--- config.mk ---
export PLATFORM = sky130hd
export DESIGN_NAME = cnt5_o_monitor_flat
export DESIGN_NICKNAME = d
export VERILOG_FILES = /design/src/rtl/cnt5_pkg.sv /design/src/rtl/cnt5_o_monitor_if.sv /design/src/rtl/onehot5_dec.sv /design/src/rtl/cnt5_o_monitor.sv /design/src/flat_wrapper.sv
export SDC_FILE = /design/constraint.sdc
export NUM_CORES = 1
export LEC_CHECK = 0
export CAP_MARGIN = 20
export CORE_MARGIN = 5
export CORE_UTILIZATION = 45
export CTS_CLUSTER_DIAMETER = 100
export DETAILED_ROUTE_END_ITERATION = 8
export PLACE_DENSITY = 0.65
export SLEW_MARGIN = 15
export SYNTH_ARGS = -nofsm -noshare
export SYNTH_HDL_FRONTEND = slang
export SYNTH_SLANG_ARGS = --single-unit
--- constraint.sdc ---
create_clock -name clk -period 4.6 [get_ports clk]
set_input_delay 1.15 -clock clk [delete_from_list [all_inputs] [get_ports clk]]
set_output_delay 1.15 -clock clk [all_outputs]
set_load 0.005 [all_outputs]
--- src/rtl/cnt5_pkg.sv ---
// cnt5_pkg: shared constants, state encoding and mod-5 step helper for the 5-state one-hot counter bus
package cnt5_pkg;
  localparam int N_STATES = 5;
  localparam logic [4:0] ZERO  = 5'b00001;
  localparam logic [4:0] ONE   = 5'b00010;
  localparam logic [4:0] TWO   = 5'b00100;
  localparam logic [4:0] THREE = 5'b01000;
  localparam logic [4:0] FOUR  = 5'b10000;
  localparam logic [2:0] LAST  = 3'(N_STATES - 1);
  typedef enum logic [2:0] {SYNC = 3'b001, TRACK = 3'b010, FAULT = 3'b100} state_t;
  function automatic logic [2:0] step5(input logic [2:0] i, input logic up);
    return up ? ((i == LAST) ? 3'd0 : i + 3'd1) : ((i == 3'd0) ? LAST : i - 3'd1);
  endfunction
endpackage

--- src/rtl/cnt5_o_monitor_if.sv ---
// cnt5_o_monitor_if: observed count bus plus the monitor's status outputs
interface cnt5_o_monitor_if #(parameter int WRAP_W = 8);
  logic [4:0]        cnt_oh;
  logic              clr_err;
  logic [2:0]        idx;
  logic              valid;
  logic              dir_up;
  logic              dir_dn;
  logic              err_onehot;
  logic              err_jump;
  logic [WRAP_W-1:0] wrap_cnt;
  modport master (output cnt_oh, clr_err,
                  input  idx, valid, dir_up, dir_dn, err_onehot, err_jump, wrap_cnt);
  modport slave  (input  cnt_oh, clr_err,
                  output idx, valid, dir_up, dir_dn, err_onehot, err_jump, wrap_cnt);
endinterface

--- src/rtl/onehot5_dec.sv ---
// onehot5_dec: decodes a 5-bit one-hot code into a legality flag and binary index
module onehot5_dec (
  input  logic [4:0] oh,
  output logic       legal,
  output logic [2:0] idx
);
  assign legal = $onehot(oh);
  assign idx = oh[1] ? 3'd1 : oh[2] ? 3'd2 : oh[3] ? 3'd3 : oh[4] ? 3'd4 : 3'd0;
endmodule

--- src/rtl/cnt5_o_monitor.sv ---
// cnt5_o_monitor: locks onto the one-hot count, infers direction, counts wraps, flags bad codes/steps
module cnt5_o_monitor
  import cnt5_pkg::*;
#(
  parameter int WRAP_W  = 8,
  parameter int HOLD_OK = 1
) (
  input logic clk,
  input logic rst,
  cnt5_o_monitor_if.slave bus
);
  logic [4:0]        s_oh;
  logic              legal;
  logic [2:0]        d_idx;
  state_t            state, state_n;
  logic [2:0]        idx_n;
  logic              up_n, dn_n, eo_set, ej_set;
  logic [WRAP_W-1:0] wrap_n;
  onehot5_dec u_dec (.oh(s_oh), .legal(legal), .idx(d_idx));
  always_comb begin
    state_n = state;
    idx_n   = bus.idx;
    up_n    = 1'b0;
    dn_n    = 1'b0;
    eo_set  = 1'b0;
    ej_set  = 1'b0;
    wrap_n  = bus.wrap_cnt;
    unique case (state)
      SYNC: begin
        eo_set = ~legal;
        if (legal) begin
          idx_n   = d_idx;
          state_n = TRACK;
        end
      end
      TRACK: begin
        if (!legal) begin
          eo_set  = 1'b1;
          state_n = FAULT;
        end else begin
          idx_n = d_idx;
          if (d_idx == step5(bus.idx, 1'b1)) begin
            up_n   = 1'b1;
            wrap_n = (bus.idx == LAST) ? bus.wrap_cnt + WRAP_W'(1) : bus.wrap_cnt;
          end else if (d_idx == step5(bus.idx, 1'b0)) begin
            dn_n   = 1'b1;
            wrap_n = (bus.idx == 3'd0) ? bus.wrap_cnt - WRAP_W'(1) : bus.wrap_cnt;
          end else if (!(d_idx == bus.idx && HOLD_OK != 0)) begin
            ej_set  = 1'b1;
            state_n = FAULT;
          end
        end
      end
      FAULT:   state_n = bus.clr_err ? SYNC : FAULT;
      default: state_n = SYNC;
    endcase
  end
  // a freshly detected error outranks a simultaneous clear
  always_ff @(posedge clk or posedge rst) begin
    if (rst) begin
      s_oh           <= '0;
      state          <= SYNC;
      bus.idx        <= '0;
      bus.valid      <= 1'b0;
      bus.dir_up     <= 1'b0;
      bus.dir_dn     <= 1'b0;
      bus.err_onehot <= 1'b0;
      bus.err_jump   <= 1'b0;
      bus.wrap_cnt   <= '0;
    end else begin
      s_oh           <= bus.cnt_oh;
      state          <= state_n;
      bus.idx        <= idx_n;
      bus.valid      <= state_n == TRACK;
      bus.dir_up     <= up_n;
      bus.dir_dn     <= dn_n;
      bus.err_onehot <= eo_set | (bus.err_onehot & ~bus.clr_err);
      bus.err_jump   <= ej_set | (bus.err_jump & ~bus.clr_err);
      bus.wrap_cnt   <= wrap_n;
    end
  end
endmodule

--- src/flat_wrapper.sv ---
// flat-port wrapper written by rule: the top's interface ports become plain ports
module cnt5_o_monitor_flat import cnt5_pkg::*;
#(
  parameter int WRAP_W  = 8,
  parameter int HOLD_OK = 1
)
  (clk, rst, bus_cnt_oh, bus_clr_err, bus_idx, bus_valid, bus_dir_up, bus_dir_dn, bus_err_onehot, bus_err_jump, bus_wrap_cnt);
  cnt5_o_monitor_if #(.WRAP_W(WRAP_W)) bus_i ();
  input logic clk;
  input logic rst;
  input wire logic [$bits(bus_i.cnt_oh)-1:0] bus_cnt_oh;
  input wire logic [$bits(bus_i.clr_err)-1:0] bus_clr_err;
  output wire logic [$bits(bus_i.idx)-1:0] bus_idx;
  output wire logic [$bits(bus_i.valid)-1:0] bus_valid;
  output wire logic [$bits(bus_i.dir_up)-1:0] bus_dir_up;
  output wire logic [$bits(bus_i.dir_dn)-1:0] bus_dir_dn;
  output wire logic [$bits(bus_i.err_onehot)-1:0] bus_err_onehot;
  output wire logic [$bits(bus_i.err_jump)-1:0] bus_err_jump;
  output wire logic [$bits(bus_i.wrap_cnt)-1:0] bus_wrap_cnt;
  assign bus_i.cnt_oh = bus_cnt_oh;
  assign bus_i.clr_err = bus_clr_err;
  assign bus_idx = bus_i.idx;
  assign bus_valid = bus_i.valid;
  assign bus_dir_up = bus_i.dir_up;
  assign bus_dir_dn = bus_i.dir_dn;
  assign bus_err_onehot = bus_i.err_onehot;
  assign bus_err_jump = bus_i.err_jump;
  assign bus_wrap_cnt = bus_i.wrap_cnt;
  cnt5_o_monitor #(.WRAP_W(WRAP_W), .HOLD_OK(HOLD_OK)) u_core (.clk(clk), .rst(rst), .bus(bus_i));
endmodule
==> results.yml <==
run_status:
  outcome: "complete, no violations"
synthesis:
  syn_inst: 147
  syn_area_um2: 1510
  synth_edf_count: 0
  ys_warn_count: 0
  ys.flop_type: "dfrtp_1"
  synth_area_per_cell_um2: 10.3
  ys_types: 39
  synth-seq-area-share: 0.398
  yosysTopAreaCellShare: 0.381
  yosysTopAreaCell: "dfrtp_1"
  yosys-top-cells-area: "dfrtp_1 38%, ha_1 9.1%, xor2_1 5.2%, fa_1 4.0%, a21oi_1 3.0%"
  yosys_register_bits: 24
  synth_fp_nets: 169
  synthArstFlopShare: 1.00
finish:
  final_cell_area_um2: 1810
  diodes: 0
  multi_input_area_um2: 848
  n_fill_cell: 313
  regArea_um2: 602
  drive_above_1_share: 0.0581
  area_delta_synth_final_pct: 19.7
  fin_nets: 195
timing:
  finalClockSkew_ps: 15.9
  slew_violations: 0
  slew_headroom: 0.417
  holdWs_ps: 511
  tightest_slew_ps: 873
  rsz0062_at_grt: "no"
  finalSetupViolCount: 0
  setup_tns_ps: 0
  period_needed_ps: 3950
  finalHoldViolCount: 0
  fmax_mhz: 253
  finalCritPeriodShare: 0.860
detailed_routing:
  drtAntennaViolNets: 0
  drt-pass1-iter-count: 4
  routedWlPerCell_um: 13.4
  top_layer: "met4"
  wl_met2_um: 1370
  route.detailed.drc: 0
  routed-via-count: 1142
  drt_iter0_markers: 59
  drt_wl_total_um: 2920
  wl_met1_um: 1370
  wl_met3_um: 165
  routed_via_density: 5.24
clocking:
  clockRootBuffer: "clkbuf_4"
  cts_buffers: 3
  insertion_delay_ps: 320
  ctsHoldBuffers: 0
  htree_levels: 1
  path_clk_slew_ps: 120
  post_cts_buffers: 0
  cts_num_sinks: 24
  post_cts_resized: 0
  cts.path.max_buffers: 2
  cts_tree: "built"
floorplan:
  rows: 21
  dieWidth_um: 68.0
  start_util: 0.460
  core-area_um2: 3280
  die_y_um: 68.0
  dieArea_um2: 4620
  num_io_pins: 24
pwr:
  p_int_uw: 514
  seqPwrFrac: 0.339
  p_clk_frac: 0.108
  power.leakage_nw: 0.826
  vdd_drop_max_mv: 0.247
  finalPower_uw: 883
  switching_share: 0.418
  pwr-share-comb: 0.553
  power_density_nw_per_um2: 488
  switchingPower_uw: 369
global_route:
  grt_max_degree: 25
  gr-total-overflow: 0
  grt_pass1_vias: 1142
  grt_use_total: 0.146
  antenna_found_initial: 0
  grt_pass1_wl_um: 5150
worst_hold_path:
  hp-class: "flop to flop"
  hold_depth: 1
  holdPathEnd: "u_core.bus.err_onehot$_DFF_PP0_"
  hold_path.startpoint: "u_core.bus.err_onehot$_DFF_PP0_"
worst_setup_path:
  critPathKind: "flop to flop"
  r2r_start: "u_core.s_oh[1]$_DFF_PP0_"
  required_ps: 4800
  crit_path_max_fanout: 12
  startpoint_type: "flop"
  regToRegSetupSlack_ps: 650
  r2r_cells: 12
  r2r-end: "u_core.bus.wrap_cnt[4]$_DFFE_PP0P_"
  worst_ep_arrival_time_ps: 4150
  endpoint_kind: "flop"
placed_design:
  place_area_um2: 1780
  io_buffers: 23
  dpl.hpwl_um: 2230
  gp_congestion: 0.868
run:
  max_cap_violations: 0
-- metal layers --
metal | GRT usage | vias up
met5 | 0 | -
met4 | 0.0298 | 0
met3 | 0.0427 | 2
met2 | 0.232 | 31
met1 | 0.199 | 544
li1 | - | 565
-- worst max path at each step --
stage	to	slack [ps]	startpoint
3_3_place_gp	u_core.bus.wrap_cnt[1]$_DFFE_PP0P_	750	u_core.s_oh[1]$_DFF_PP0_
2_1_floorplan	u_core.bus.wrap_cnt[7]$_DFFE_PP0P_	890	u_core.s_oh[1]$_DFF_PP0_
3_5_place_dp	u_core.bus.wrap_cnt[4]$_DFFE_PP0P_	660	u_core.s_oh[1]$_DFF_PP0_
5_1_grt	u_core.bus.wrap_cnt[4]$_DFFE_PP0P_	440	u_core.s_oh[1]$_DFF_PP0_
6_report	u_core.bus.wrap_cnt[4]$_DFFE_PP0P_	650	u_core.s_oh[1]$_DFF_PP0_
4_1_cts	u_core.bus.wrap_cnt[4]$_DFFE_PP0P_	620	u_core.s_oh[1]$_DFF_PP0_
-- synth_stat cells, types with 2 or more instances --
library cell  count
dfrtp_1          23
inv_1            12
ha_1             11
a21oi_1           9
xor2_1            9
nor2_1            8
o21ai_0           8
nand2_1           6
nor3_1            5
o21ai_1           5
xnor2_1           5
a21o_1            4
o21a_1            4
fa_1              3
mux2_1            2
mux2i_1           2
nand2b_1          2
nand3_1           2
nor2b_1           2
nor3b_1           2
o211ai_1          2
o21bai_1          2
o2bb2ai_1         2
or3b_1            2
-- critical path, stage by stage, from the launching register on --
cell	delay, ps
dfrtp_1	500
ha_1	320
inv_1	40
fa_1	470
inv_1	50
ha_1	180
fa_1	450
or3b_1	420
or4_4	440
inv_1	80
o211ai_1	90
or3_4	460
mux2_1	330
-- power groups by stage --
stage | logic (mW) | clock network (mW) | registers (mW)
after global placement | 0.477 | 0 | 0.302
after detailed placement | 0.488 | 0 | 0.303
after CTS | 0.492 | 0.103 | 0.299
after floorplan | 0.357 | 0 | 0.291
after global routing | 0.551 | 0.110 | 0.306
final | 0.488 | 0.0953 | 0.299
-- kinds of logic after synthesis --
family / synth area share
AO/OA/AOI/OAI: 0.182
adder cells (fa/ha/maj): 0.131
flip-flops: 0.398
buffers and inverters: 0.0406
XOR/XNOR: 0.0811
multiplexers: 0.0281
AND/OR/NAND/NOR: 0.139
-- layout by cell type (no fill, tap or decap), types with 6 or more instances in the layout --
cell             count
nand2_1              6
dfrtp_1             23
o21ai_0              8
ha_1                11
inv_1               12
a21oi_1              9
clkdlybuf4s50_1     23
nor2_1               8
xor2_1               9
-- sequential cells by signal, indices dropped and copies added, names as in the netlist --
signal,count
u_core.bus.wrap_cnt,8
u_core.bus.dir_dn,1
u_core.bus.dir_up,1
u_core.bus.err_onehot,1
u_core.bus.idx,3
u_core.state,3
u_core.bus.err_jump,1
u_core.bus.valid,1
u_core.s_oh,5
-- stage by stage --
step / setup WS (ps) / std cells / utilization
after CTS: 624 / 218 / 0.551
after global placement: 748 / 214 / 0.543
after detailed placement: 662 / 214 / 0.543
after global routing: 442 / 218 / 0.551
final: 646 / 218 / 0.551
after floorplan: 892 / 147 / -
-- cell type report --
| cell class | instances | share of cell area |
|---|---|---|
| Multi-Input combinational cell | 109 | 0.469 |
| Sequential cell | 24 | 0.333 |
| Timing Repair Buffer | 23 | 0.127 |
| Tap cell | 46 | 0.0318 |
| Inverter | 12 | 0.0249 |
| Clock buffer | 4 | 0.0145 |
(Power assumes the default switching activity.)
